===== src/rtl/delta_decoder.sv =====
// delta_decoder: decodes 1,0,0,1 trigger headers, counts triggers/errors and measures inter-header gaps
module delta_decoder #(
  parameter int CNT_W = 16,
  parameter int GAP_W = 32
) (
  input  logic             clk,
  input  logic             reset,
  input  logic             in_live,
  input  logic             in_ena,
  input  logic             trig_in,
  output logic             trig_out,
  output logic             hdr_err,
  output logic [CNT_W-1:0] trig_cnt,
  output logic [CNT_W-1:0] err_cnt,
  output logic [GAP_W-1:0] last_gap,
  output logic             gap_valid
);
  typedef enum logic [1:0] {IDLE, S1, S10, S100} state_t;
  state_t r_state, w_next;
  logic w_clr, w_valid, w_err, w_idle0;
  logic r_trig, r_err, r_gap_valid, r_prior;
  logic [CNT_W-1:0] r_trig_cnt, r_err_cnt;
  logic [GAP_W-1:0] r_last_gap, r_gap_run;
  assign w_clr = reset || !in_live;
  always_comb begin
    w_next  = IDLE;
    w_valid = 1'b0;
    w_err   = 1'b0;
    w_idle0 = 1'b0;
    if (in_ena)
      case (r_state)
        IDLE: begin
          w_next  = trig_in ? S1 : IDLE;
          w_idle0 = !trig_in;
        end
        S1: begin
          w_next = trig_in ? S1 : S10;
          w_err  = trig_in;
        end
        S10: begin
          w_next = trig_in ? S1 : S100;
          w_err  = trig_in;
        end
        S100: begin
          w_next  = IDLE;
          w_valid = trig_in;
          w_err   = !trig_in;
        end
      endcase
  end
  always_ff @(posedge clk)
    r_state <= w_clr ? IDLE : w_next;
  always_ff @(posedge clk) begin
    if (w_clr) begin
      r_trig      <= 1'b0;
      r_err       <= 1'b0;
      r_trig_cnt  <= '0;
      r_err_cnt   <= '0;
      r_last_gap  <= '0;
      r_gap_valid <= 1'b0;
      r_prior     <= 1'b0;
      r_gap_run   <= '0;
    end else begin
      r_trig <= w_valid;
      r_err  <= w_err;
      if (w_valid && !(&r_trig_cnt))
        r_trig_cnt <= r_trig_cnt + CNT_W'(1);
      if (w_err && !(&r_err_cnt))
        r_err_cnt <= r_err_cnt + CNT_W'(1);
      // The first valid header after a clear only arms the measurement
      if (w_valid && r_prior) begin
        r_last_gap  <= r_gap_run;
        r_gap_valid <= 1'b1;
      end
      if (w_valid)
        r_prior <= 1'b1;
      r_gap_run <= (!in_ena || w_valid || w_err) ? '0 :
                   (w_idle0 && !(&r_gap_run)) ? r_gap_run + GAP_W'(1) : r_gap_run;
    end
  end
  assign trig_out  = r_trig;
  assign hdr_err   = r_err;
  assign trig_cnt  = r_trig_cnt;
  assign err_cnt   = r_err_cnt;
  assign last_gap  = r_last_gap;
  assign gap_valid = r_gap_valid;
endmodule


===== config.mk =====
export PLATFORM = sky130hd
export DESIGN_NAME = delta_decoder
export DESIGN_NICKNAME = d
export VERILOG_FILES = /design/src/rtl/delta_decoder.sv
export SDC_FILE = /design/constraint.sdc
export NUM_CORES = 1
export LEC_CHECK = 0
export ABC_AREA = 0
export ABC_CLOCK_PERIOD_IN_PS = 5390
export CORE_MARGIN = 4
export CORE_UTILIZATION = 45
export CTS_CLUSTER_SIZE = 25
export DETAILED_ROUTE_END_ITERATION = 7
export PLACE_DENSITY = 0.78
export SETUP_SLACK_MARGIN = 0.5
export SLEW_MARGIN = 20
export SYNTH_ARGS = -nofsm -noshare
export SYNTH_HDL_FRONTEND = slang
export SYNTH_SLANG_ARGS = --single-unit

===== constraint.sdc =====
create_clock -name clk -period 5.39 [get_ports clk]
set_clock_uncertainty 0.2 [all_clocks]
set_input_delay 0.8085 -clock clk [delete_from_list [all_inputs] [get_ports clk]]
set_output_delay 0.8085 -clock clk [all_outputs]
set_load 0.1 [all_outputs]

* Word-level counts from Yosys, hierarchy flattened
Index checks and enable logic that the tools add are counted.
Word-level totals: register bits 102, input port bits 5, output and inout port bits 67, logic and storage cells 46
Cells by class: add/sub/neg operators 3, equality and inequality tests 3, mux-type cells 10, bitwise gates (word level) 1, reductions and logical operators 20
Operator list (number):
- adder 16 x 1 -> 16 bit (second input constant) | 2
- adder 32 x 1 -> 32 bit (second input constant) | 1
- AND reduction 16 bit | 2
- AND reduction 32 bit | 1
- case mux 2 bit (4 select lines) | 1
- zero test 1 bit | 6
- 2-to-1 mux 1 bit | 6
- OR reduction 2 bit | 3
- equality test 2 bit (second input constant) | 2
- logical AND 1 bit | 4
- 2-to-1 mux 2 bit | 2
- logical OR 1 bit | 3
- equality test 2 x 1 -> 1 bit (second input constant) | 1
- zero test 2 bit | 1
- case mux 1 bit (2 select lines) | 1
- inverter 1 bit | 1

* Logic depth before layout (Yosys ltp)
depth in word-level cells 6, depth in mapped cells 9, gate-level depth less buffers 7

* Worst setup path before layout
No wires, ideal clock.
path kind register to register, start point register r_err_cnt[8], in the netlist err_cnt[8], end point register r_err_cnt[15], in the netlist err_cnt[15], library setup time 75 ps, data arrival time 2420 ps, data required time 5115 ps, slack 2695 ps, stages on the path, launching flop included 6, path buffers 0, period minus slack after synthesis 2695 ps, path through dfxtp_1 nand4_1 nor3_1 nand4_1 or4_1 o21ai_0
On the way: longest elaborated chain between the ends 3, elaborated cells on any way between the ends 4, those cells by class add/sub (1); reduce/logical (3)
Ends and longest elaborated chain:
- start, declared | line 22 | logic [CNT_W-1:0] r_trig_cnt, r_err_cnt;
- start signal, assigned | line 69 | r_err_cnt <= r_err_cnt + CNT_W'(1);
- parallel branches: the longest is 3 deep, another holds adder 16 x 1 -> 16 bit
Several ways; the timed one is not identified. A chain may end at the register's enable or synchronous reset.

* Worst setup path after layout
start point register r_trig_cnt[2], in the netlist trig_cnt[2], end point output port trig_cnt[2]
RTL lines:
- start, declared | line 22
- start signal, assigned | line 67 | r_trig_cnt <= r_trig_cnt + CNT_W'(1);
- end, declared | line 13 | output logic [CNT_W-1:0] trig_cnt,
No word-level cell between the ends.

==> flow_metrics.env <==
export IMPL_fin_crit_ps=3060
export IMPL_io_pins=72
export IMPL_worstPathMaxFanout=7
export IMPL_start_util_pct=45.9
export IMPL_synth_warnings=0
export IMPL_first_pass_iters=4
export IMPL_path_buf_inv=1
export IMPL_hold_violations=0
export IMPL_layout_nets=644
export IMPL_grt_use_total_pct=19.0
export IMPL_ys_types=58
export IMPL_cts_num_sinks=102
export IMPL_ir_worst_vdd_uv=139
export IMPL_crit_required_ps=4380
export IMPL_crit_arrival_ps=2050
export IMPL_synth_top_cells_by_count="nand2_1 (107), dfxtp_1 (102), a21oi_1 (60)"
export IMPL_die_w_um=110
export IMPL_syn_area_per_cell_um2=8.20
export IMPL_dpl_instance_area_um2=5490
export IMPL_wl_um=11100
export IMPL_status="completed"
export IMPL_grt_pass1_vias=4117
export IMPL_dp_cells=756
export IMPL_max_stage_delay_ps=1200
export IMPL_final_cell_area_um2=5670
export IMPL_area_growth_pct=20.6
export IMPL_hpwl_um=7730
export IMPL_max_cap_violations=0
export IMPL_synth_most_common_cell="nand2_1"
export IMPL_ctsHoldBuffers=0
export IMPL_crit_family="buffers and inverters"
export IMPL_synthArstFlopShare_pct=0
export IMPL_synth_net_count=586
export IMPL_ys_ff_latch=102
export IMPL_core_um2=10200
export IMPL_slew_violations=0
export IMPL_grt_overflow=0
export IMPL_regArea_um2=2040
export IMPL_worstRegToRegCells=5
export IMPL_rows=37
export IMPL_hold_path_depth=2
export IMPL_finalNonFillerCells=772
export IMPL_clock_fmax_mhz=327
export IMPL_clock_path_buffers=2
export IMPL_n_fill_cell=944
export IMPL_syn_instance_count=573
export IMPL_gp_congestion=0.870
export IMPL_vias_per_cell=5.62
export IMPL_grt_pass1_wl_um=18800
export IMPL_n_antenna_cell=0
export IMPL_netlist_area_um2=4700
export IMPL_clkSlewWorstSetupHoldPaths_ps=90
export IMPL_netlist_area_leader_share_pct=43.5
export IMPL_power_density_nw_per_um2=214
export IMPL_synthFlopType="dfxtp_1"
export IMPL_cts_root_buf="clkbuf_8"
export IMPL_startpoint_type="flop"
export IMPL_cts_resized=0
export IMPL_die_area_um2=12100
export IMPL_worstSetupPathType="reg2out"
export IMPL_relSlewSlack_pct=31.0
export IMPL_h_tree_depth=3
export IMPL_min_period_over_period_pct=56.8
export IMPL_drive_above_1_share_pct=5.50
export IMPL_setup_tns_ps=0
export IMPL_grt_max_degree=40
export IMPL_yosysSeqAreaShare_pct=43.5
export IMPL_synth_edf_count=0
export IMPL_hold_class="reg2reg"
export IMPL_worst_pin_slew_ps=1030
export IMPL_setup_viol=0
export IMPL_numCtsBuffers=9
export IMPL_wl_per_cell_um=14.4
export IMPL_postCtsSetupBuffers=0
export IMPL_final_util_pct=55.4
export IMPL_endpoint_kind="output pin"
export IMPL_tritoncts="done"
export IMPL_clk_latency_ps=370
export IMPL_fp_dieH_um=110
export IMPL_vias=4341
export IMPL_synth_largest_area_cell="dfxtp_1"
export IMPL_p_leak_nw=1.72
export IMPL_synth_area_leaders="dfxtp_1 (43%), nand2_1 (8.5%), a21oi_1 (6.4%)"
export IMPL_whs_ps=259
export IMPL_critical_path_cell_count=1
export IMPL_rsz0062_at_grt="no"
export IMPL_multi_input_area_um2=2530
export IMPL_port_buffers=71
export IMPL_drc=0
export IMPL_drt_initial_drc_count=195
export IMPL_antenna_found_initial=0
export IMPL_crit_chain="clkdlybuf4s50_1"
export IMPL_cp_slowest_cell="clkdlybuf4s50_1"
export IMPL_ant_nets=0
## kinds of logic (layout without fill, tap and decap cells)
family                     after synthesis  in the layout  share of synthesized area [%]
buffers and inverters                   33             96                           2.80
AOI/OAI and AO/OA                      111            111                           14.0
muxes                                    4              4                          0.879
DFF                                    102            102                           43.5
xor gates and xnor gates                26             26                           4.85
and+or+nand+nor                        289            289                           31.9
adders and majority gates                8              8                           2.13
## worst paths after layout
path                 start      endpoint  slack (ps)
min           last_gap[21]  last_gap[21]         260
min reg2reg   last_gap[21]  last_gap[21]         260
max            trig_cnt[2]   trig_cnt[2]        2330
max reg2reg  r_gap_run[24]  r_gap_run[9]        3040
## layer usage
layer	vias up	routed length, um	track usage, %
li1	2186	-	-
met1	2025	4960	23.7
met2	111	5330	31.9
met3	19	620	4.48
met4	0	209	7.48
met5	-	0	0
## tightest hold or removal path: stages (launching register included)
cell,delay [ps]
dfxtp_1,320
nand2_1,50
a21oi_1,50
## placed cells by master (no fill, tap or decap), types with 11 or more instances in the layout
master and instances:
a21oi_1 60, clkdlybuf4s50_1 71, dfxtp_1 102, nand2_1 107, nand3_1 26, nand4_1 22
nor2_1 53, o21ai_0 12, o31ai_1 11, or4_1 13, xnor2_1 19
## stage by stage
| step | setup WS, ps | power (W) |
|---|---|---|
| after global routing | 2270 | 0.00125 |
| after CTS | 2290 | 0.00122 |
| after detailed placement | 1980 | 0.000798 |
| after floorplan | 2700 | 0.000789 |
| after global placement | 2110 | 0.000797 |
| final | 2330 | 0.00121 |
## area by class of cell
cell class	instances	share of cell area, %
inverters	7	0.464
repair buffers	73	12.8
multi-input cells	438	44.7
well taps	136	3.00
clock buffers	11	2.32
flip-flops and latches	102	36.0
clock inverters	5	0.640
## report_power, final
| part | switching, W | internal, W | leakage, nW | total, W |
|---|---|---|---|---|
| registers | 0.000000445 | 0.000753 | 0.821 | 0.000754 |
| logic | 0.0000197 | 0.00000669 | 0.821 | 0.0000264 |
| clock network | 0.000266 | 0.000168 | 0.0755 | 0.000435 |
| total | 0.000286 | 0.000928 | 1.72 | 0.00121 |
## flip-flops by register name (all words and copies together), names as in the netlist
name	cells
hdr_err	1
r_prior	1
gap_valid	1
r_state	2
err_cnt	16
r_gap_run	32
trig_cnt	16
trig_out	1
last_gap	32
(Power assumes the default switching activity.)
